## config.mk

```make
export PLATFORM = sky130hd
export DESIGN_NAME = pid_filter
export DESIGN_NICKNAME = d
export VERILOG_FILES = /design/src/rtl/pid_filter.sv
export SDC_FILE = /design/constraint.sdc
export NUM_CORES = 2
export LEC_CHECK = 0
export ABC_AREA = 1
export BUFFER_PORTS_ARGS = -buffer_cell sky130_fd_sc_hd__buf_2
export CAP_MARGIN = 10
export CORE_MARGIN = 1.5
export CORE_UTILIZATION = 50
export CTS_CLUSTER_DIAMETER = 80
export DETAILED_ROUTE_END_ITERATION = 8
export HOLD_SLACK_MARGIN = 0.08
export PLACE_DENSITY_LB_ADDON = 0.2
export REMOVE_ABC_BUFFERS = 1
export SLEW_MARGIN = 10
export SYNTH_ARGS = -nofsm -noshare
export SYNTH_HDL_FRONTEND = slang
export SYNTH_SLANG_ARGS = --single-unit
```

## constraint.sdc

```tcl
create_clock -name clk_in -period 7.1 [get_ports clk_in]
set_input_delay 1.065 -clock clk_in [delete_from_list [all_inputs] [get_ports clk_in]]
set_output_delay 1.065 -clock clk_in [all_outputs]
set_load 0.01 [all_outputs]
```

## src/rtl/pid_filter.sv

```systemverilog
// Velocity-form PID stage: setpoint error -> three-tap gain sum -> saturated control word.
// Define PID_OUT_LIMIT_EN to add latched out_min_in/out_max_in output limits.
module pid_filter #(
    parameter int W_IN       = 18,
    parameter int W_OUT      = 18,
    parameter int W_COEF     = 16,
    parameter int GAIN_SHIFT = 8,
    parameter int SETP_INIT  = 0,
    parameter int P_INIT     = 0,
    parameter int I_INIT     = 0,
    parameter int D_INIT     = 0
) (
    input  logic                     clk_in,
    input  logic                     reset_n_in,
    input  logic signed [W_IN-1:0]   data_in,
    input  logic                     data_valid_in,
    input  logic signed [W_IN-1:0]   setpoint_in,
    input  logic signed [W_COEF-1:0] p_coef_in,
    input  logic signed [W_COEF-1:0] i_coef_in,
    input  logic signed [W_COEF-1:0] d_coef_in,
    input  logic                     lock_en_in,
    input  logic                     update_en_in,
    input  logic                     update_in,
`ifdef PID_OUT_LIMIT_EN
    input  logic signed [W_OUT-1:0]  out_max_in,
    input  logic signed [W_OUT-1:0]  out_min_in,
`endif
    output logic signed [W_OUT-1:0]  data_out,
    output logic                     data_valid_out,
    output logic [2:0]               state_dbg
);

    localparam int KW = W_COEF + 2;
    localparam int EW = W_IN + 1;
    localparam int PW = KW + EW;
    localparam int SW = PW + 2;
    localparam int AW = W_OUT + W_COEF + 4;

    localparam logic signed [W_OUT-1:0] OUT_MAX = {1'b0, {(W_OUT-1){1'b1}}};
    localparam logic signed [W_OUT-1:0] OUT_MIN = {1'b1, {(W_OUT-1){1'b0}}};

    localparam logic signed [W_COEF-1:0] P0 = W_COEF'(P_INIT);
    localparam logic signed [W_COEF-1:0] I0 = W_COEF'(I_INIT);
    localparam logic signed [W_COEF-1:0] D0 = W_COEF'(D_INIT);
    localparam logic signed [KW-1:0] K1_INIT = KW'(P0) + KW'(I0) + KW'(D0);
    localparam logic signed [KW-1:0] K2_INIT = -(KW'(P0) + (KW'(D0) <<< 1));
    localparam logic signed [KW-1:0] K3_INIT = KW'(D0);

    typedef enum logic [2:0] {
        ST_IDLE = 3'd0,
        ST_ERR  = 3'd1,
        ST_MULT = 3'd2,
        ST_SUM  = 3'd3,
        ST_SEND = 3'd4
    } state_t;

    state_t state;

    // Frontpanel copy (latched on update) and the per-sample snapshot the datapath uses.
    logic signed [W_IN-1:0] setp_q, setp_a;
    logic signed [KW-1:0]   k1_q, k2_q, k3_q;
    logic signed [KW-1:0]   k1_a, k2_a, k3_a;
`ifdef PID_OUT_LIMIT_EN
    logic signed [W_OUT-1:0] out_max_q, out_min_q;
`endif

    logic signed [W_IN-1:0]  data_q;
    logic signed [EW-1:0]    e0, e1, e2;
    logic signed [PW-1:0]    prod1, prod2, prod3;
    logic signed [W_OUT-1:0] u;

    logic signed [KW-1:0]    k1_new, k2_new, k3_new;
    logic signed [SW-1:0]    sum;
    logic signed [SW-1:0]    delta;
    logic signed [AW-1:0]    acc;
    logic signed [AW-1:0]    hi, lo;
    logic signed [W_OUT-1:0] hi_w, lo_w;
    logic signed [W_OUT-1:0] u_next;

    assign state_dbg = state;

    always_comb begin
        k1_new = KW'(p_coef_in) + KW'(i_coef_in) + KW'(d_coef_in);
        k2_new = -(KW'(p_coef_in) + (KW'(d_coef_in) <<< 1));
        k3_new = KW'(d_coef_in);
    end

    // u is kept post-clamp so the integral term cannot wind up past the limits.
    always_comb begin
        sum   = SW'(prod1) + SW'(prod2) + SW'(prod3);
        delta = sum >>> GAIN_SHIFT;
        acc   = AW'(u) + AW'(delta);
        hi_w  = OUT_MAX;
        lo_w  = OUT_MIN;
`ifdef PID_OUT_LIMIT_EN
        hi_w  = out_max_q;
        lo_w  = out_min_q;
`endif
        hi = AW'(hi_w);
        lo = AW'(lo_w);
        if (acc > hi) begin
            u_next = hi_w;
        end else if (acc < lo) begin
            u_next = lo_w;
        end else begin
            u_next = acc[W_OUT-1:0];
        end
`ifdef PID_OUT_LIMIT_EN
        if (out_min_q > out_max_q) begin
            u_next = out_min_q;
        end
`endif
    end

    always_ff @(posedge clk_in or negedge reset_n_in) begin
        if (!reset_n_in) begin
            state          <= ST_IDLE;
            data_out       <= '0;
            data_valid_out <= 1'b0;
            setp_q         <= W_IN'(SETP_INIT);
            setp_a         <= W_IN'(SETP_INIT);
            k1_q           <= K1_INIT;
            k2_q           <= K2_INIT;
            k3_q           <= K3_INIT;
            k1_a           <= K1_INIT;
            k2_a           <= K2_INIT;
            k3_a           <= K3_INIT;
`ifdef PID_OUT_LIMIT_EN
            out_max_q      <= OUT_MAX;
            out_min_q      <= OUT_MIN;
`endif
            data_q         <= '0;
            e0             <= '0;
            e1             <= '0;
            e2             <= '0;
            prod1          <= '0;
            prod2          <= '0;
            prod3          <= '0;
            u              <= '0;
        end else begin
            data_valid_out <= 1'b0;

            if (update_in && update_en_in) begin
                setp_q <= setpoint_in;
                k1_q   <= k1_new;
                k2_q   <= k2_new;
                k3_q   <= k3_new;
`ifdef PID_OUT_LIMIT_EN
                out_max_q <= out_max_in;
                out_min_q <= out_min_in;
`endif
            end

            case (state)
                ST_IDLE: begin
                    if (data_valid_in) begin
                        data_q <= data_in;
                        setp_a <= setp_q;
                        k1_a   <= k1_q;
                        k2_a   <= k2_q;
                        k3_a   <= k3_q;
                        state  <= ST_ERR;
                    end
                end
                ST_ERR: begin
                    e0    <= EW'(setp_a) - EW'(data_q);
                    e1    <= e0;
                    e2    <= e1;
                    state <= ST_MULT;
                end
                ST_MULT: begin
                    prod1 <= k1_a * e0;
                    prod2 <= k2_a * e1;
                    prod3 <= k3_a * e2;
                    state <= ST_SUM;
                end
                ST_SUM: begin
                    u              <= lock_en_in ? u_next : '0;
                    data_out       <= lock_en_in ? u_next : '0;
                    data_valid_out <= 1'b1;
                    state          <= ST_SEND;
                end
                ST_SEND: begin
                    state <= ST_IDLE;
                end
                default: begin
                    state <= ST_IDLE;
                end
            endcase

            // Open loop: history and accumulator stay at zero so relock starts clean.
            if (!lock_en_in) begin
                e0 <= '0;
                e1 <= '0;
                e2 <= '0;
                u  <= '0;
            end
        end
    end

endmodule

```

Word-level counts from Yosys, hierarchy flattened
Index checks and enable logic that the tools add are counted.
{ "classes": {"add_sub_neg": 8, "mul": 3, "magnitude_cmp": 2, "eq_ne": 6, "n_mux": 14, "reduce_logical": 3} }
{ "ops": {"columns": ["op", "n"], "rows": [
  ["$mux W19", 6],
  ["$mux W18", 5],
  ["$mul A18 B19 Y37", 2],
  ["$add A38 B37 Y39", 1],
  ["$add A37 B37 Y38", 1],
  ["$mul A16 B19 Y35", 1],
  ["$add A18 B31 Y32", 1],
  ["$gt A32 B18 Y1 const B", 1],
  ["$lt A32 B18 Y1 const B", 1],
  ["$sub A18 B18 Y19", 1],
  ["$add A16 B17 Y18", 1],
  ["$add A17 B16 Y18", 1],
  ["$neg A18 Y18", 1],
  ["$add A16 B16 Y17", 1],
  ["$pmux W3 S4", 1],
  ["$eq A3 B2 Y1 const B", 2],
  ["$ne A2 B1 Y1 const B", 2],
  ["$eq A3 B1 Y1 const B", 1],
  ["$logic_not A3 Y1", 1],
  ["$mux W3", 1],
  ["$ne A2 B2 Y1 const B", 1],
  ["$reduce_and A2 Y1", 1],
  ["$logic_and A1 B1 Y1", 1],
  ["$mux W1", 1]
]} }
{ "totals": {"regBits": 366, "input_bits": 90} }

Logic depth before layout (Yosys ltp)
{ "logic_depth": {"word_depth": 8, "ltp_mapped": 35, "mapped_depth_nobuf": 34} }

Least setup slack after synthesis
Ideal clock, no wire load.
{ "synth_timing": {"path_type": "flip-flop to flip-flop", "start": "register e0[12]", "end": "register prod1[30]", "setup_time_ns": 0.118, "arrival_ns": 5.729, "path_slack_ns": 1.253, "path_stages_with_launch": 29, "path_buffers": 2, "cell_sequence": "dfrtp_1 clkbuf_1 clkbuf_1 nand2_1 fa_1 inv_1 fa_1 inv_1 fa_1 inv_1 fa_1 inv_1 fa_1 inv_1 fa_1 ha_1 nand2_1 nand2_1 nand3_1 nand2_1 a21oi_1 o21ai_0 a21oi_1 o21bai_1 nand2_1 nand2_1 or2_2 nand3_1 nand2_1"} }
{ "synth_between": {"elab_chain_cells": 1} }
{ "synth_lines": {"columns": ["element", "line_no", "text"], "rows": [
  ["from (decl)", "68", "logic signed [EW-1:0] e0, e1, e2;"],
  ["from (signal assigned)", "166", "e0 <= EW'(setp_a) - EW'(data_q);"],
  ["$mul A18 B19 Y37", "172", "prod1 <= k1_a * e0;"],
  ["to (signal assigned)", "172", null],
  ["to (decl)", "69", "logic signed [PW-1:0] prod1, prod2, prod3;"]
]} }
Every way passes these cells.
A chain may end at the register's enable or synchronous reset.

Worst setup path in the final report
{ "layout_timing": {"start": "register k1_a[3]", "end": "register prod1[30]"} }
{ "layout_between": {"elab_chain_cells": 1} }
{ "layout_lines": {"columns": ["element", "line_no", "text"], "rows": [
  ["from (decl)", "62", "logic signed [KW-1:0] k1_a, k2_a, k3_a;"],
  ["from (signal assigned)", "159", "k1_a <= k1_q;"],
  ["$mul A18 B19 Y37", "172", null]
]} }
Every way passes these cells.

==> flow_summary.toml <==
[synthesis]
syn-mean-instance-area_um2 = 8.00
synthFlopType = "dfrtp_1"
yosysUniqueCellTypes = 49
seq_area_frac_synth_pct = 15.5
async_flop_share_pct = 100
synth_edf_count = 0
ys.warnings.count = 0
ys_ff_latch = 364
syn_area_mm2 = 0.0589
syn_inst = 7361

[clocking]
tritoncts = "done"
clockBufferDepth = 3
clk_latency_ps = 680
cts_setup_buffers = 0
clk_pin_slew_worst_paths_ps = 60
cts_resized = 0
cts_root_buf = "clkbuf_16"
cts-buffers-inserted = 49
holdBufCountCts = 0
htree_levels = 2
cts_sinks = 364

[critical_path]
crit_arrival_ps = 7210
ff2ff_setup_slack_ps = 470
worstPathRequired_ps = 7680
rr_worst_depth = 24
r2r-end = "prod1[30]"
start_kind = "flop"
crit_path_end_kind = "flop"
startpoint = "k1_a[3]"
crit_type = "reg -> reg"
crit_fanout = 20
r2r-start = "k1_a[3]"

[cells_and_area]
area.growth.synth_to_final_pct = 6.66
final_cell_mix = "nand2_1, inv_1, fa_1"
diodes = 0
final_common_cell = "nand2_1"
finalNetCount = 8879
drive_above_1_share_pct = 5.39
utilization_pct = 53.9

[die]
core_area_mm2 = 0.117
die_y_um = 346
rows = 125
io_pins = 112
die_x_um = 346
start_util_pct = 50.5
die_area_mm2 = 0.120

[global_routing]
grt_pass1_wl_mm = 267
grt_use_total_pct = 28.4
antenna_found_initial = 8
grt.overflow.total = 0
grt_max_degree = 103
grt_pass1_vias = 48000

[detailed_routing]
routedWlPerCell_um = 18.5
first_pass_iters = 7
ant_nets = 0
drtIter0Drc = 3194
num_vias = 46000
drc_errors = 0
wl_mm = 165
vias_per_cell = 5.17

[sta]
worst_slew_pin_slew_ps = 1040
setup_viol = 0
slew_headroom_pct = 30.8
hold_viol_final = 0
max_freq_ghz = 0.151
drv_slew = 0
finalWorstSetupSlack_ps = 467
period_needed_ps = 6630
fin_crit_sh_pct = 93.4
rsz0062_at_grt = "no"
finClkSkew_ps = 54.4

[outcome]
status = "completed"

[placement]
dpl.hpwl_mm = 140
gp_congestion = 0.968
post-place-ws_ps = 527
io_buffers = 111

[run]
cap_violations = 0

[hold_path]
min_path_type = "in -> async"
-- synth_stat cells (3+ instances only) --
master | n | area share [%]
inv_1 | 1867 | 12
nor3_1 | 35 | 0.30
mux2_2 | 38 | 0.73
o22ai_1 | 44 | 0.47
nand4_1 | 29 | 0.31
clkbuf_1 | 259 | 1.7
a221oi_1 | 9 | 0.13
a21oi_1 | 263 | 2.2
and3_1 | 6 | 0.064
nor2_1 | 252 | 1.6
o2111ai_1 | 4 | 0.060
a21boi_0 | 7 | 0.089
o211ai_1 | 3 | 0.038
dfrtp_1 | 364 | 15
inv_2 | 3 | 0.019
nand3_1 | 142 | 1.2
ha_1 | 412 | 8.8
a21o_1 | 23 | 0.29
nand2_2 | 14 | 0.15
nor4_1 | 7 | 0.074
xnor2_1 | 63 | 0.94
o31ai_1 | 6 | 0.077
o21a_1 | 9 | 0.11
nor2_2 | 9 | 0.096
or2_2 | 40 | 0.43
nand2_1 | 1922 | 12
xor2_1 | 69 | 1.0
nand3b_1 | 5 | 0.064
fa_1 | 1050 | 36
buf_1 | 23 | 0.15
o21ai_0 | 295 | 2.5
and2_1 | 4 | 0.043
a31oi_1 | 46 | 0.49
o21bai_1 | 22 | 0.28
-- sequential cells by signal (all words and copies together), names as in the netlist, 19 cells and up --
signal  cells
e2         19
prod3      35
e1         19
prod2      37
e0         19
prod1      37
-- stage by stage --
stage / instances / hold slack (ps) / cell area, um^2 / setup TNS (ps)
final: 8891 / 449 / 62800 / 0
after global routing: 8891 / 488 / 62800 / 0
after global placement: 8800 / 459 / 60900 / 0
after floorplan: 7076 / 448 / 57800 / -4990
after CTS: 8891 / 476 / 62800 / 0
after detailed placement: 8800 / 462 / 60900 / 0
-- how the worst max path moves through the flow --
stage,endpoint,slack [ps]
floorplan,prod1[6],-150
global route,prod1[30],20
global placement,prod2[26],610
detailed placement,prod2[26],530
finish,prod1[30],470
CTS,prod2[26],490
-- metal layers --
| metal | global-route usage (%) | vias to the layer above | share of wire [%] |
|---|---|---|---|
| met5 | 0 | - | 0 |
| met4 | 9.86 | 0 | 4.0 |
| met3 | 3.98 | 229 | 6.0 |
| met2 | 45.2 | 1293 | 45 |
| met1 | 39.9 | 22800 | 45 |
| li1 | - | 21600 | - |
-- cell families (layout without fill, tap and decap cells) --
kind of cell             after synthesis  in the layout  synth area share, %
AO/OA/AOI/OAI                        739            739                 6.91
XOR/XNOR                             132            132                 1.96
adder cells (fa/ha/maj)             1462           1462                 44.5
buffers and inverters               2156           2162                 13.8
flip-flops                           364            364                 15.5
multiplexers                          38             38                0.727
AND/OR/NAND/NOR                     2470           2470                 16.7
-- cell type report --
type | count | area, um^2
Tap cell | 1524 | 1910
Clock buffer | 65 | 1380
Clock inverter | 26 | 459
Fill cell | 11100 | 53700
Multi-Input combinational cell | 4841 | 41700
Timing Repair Buffer | 200 | 1250
Sequential cell | 364 | 9110
Inverter | 1871 | 7020
-- worst max-delay path, cell delays in order, from the launching register on --
cell and delay [ps]:
dfrtp_1 810, nand2_1 190, fa_1 580, inv_1 70
fa_1 550, inv_1 70, fa_1 500, inv_1 60
fa_1 520, inv_1 50, fa_1 470, inv_1 50
fa_1 440, ha_1 380, nand2_1 100, nor2_1 140
nand4_1 90, o21ai_0 560, a21oi_1 200, o21bai_1 300
nand2_1 90, nand2_1 80, or2_2 100, nand3_1 60
nand2_1 80
Power is not shown: default switching activity piles up to over one toggle a cycle in this logic, so the estimate is an artifact.
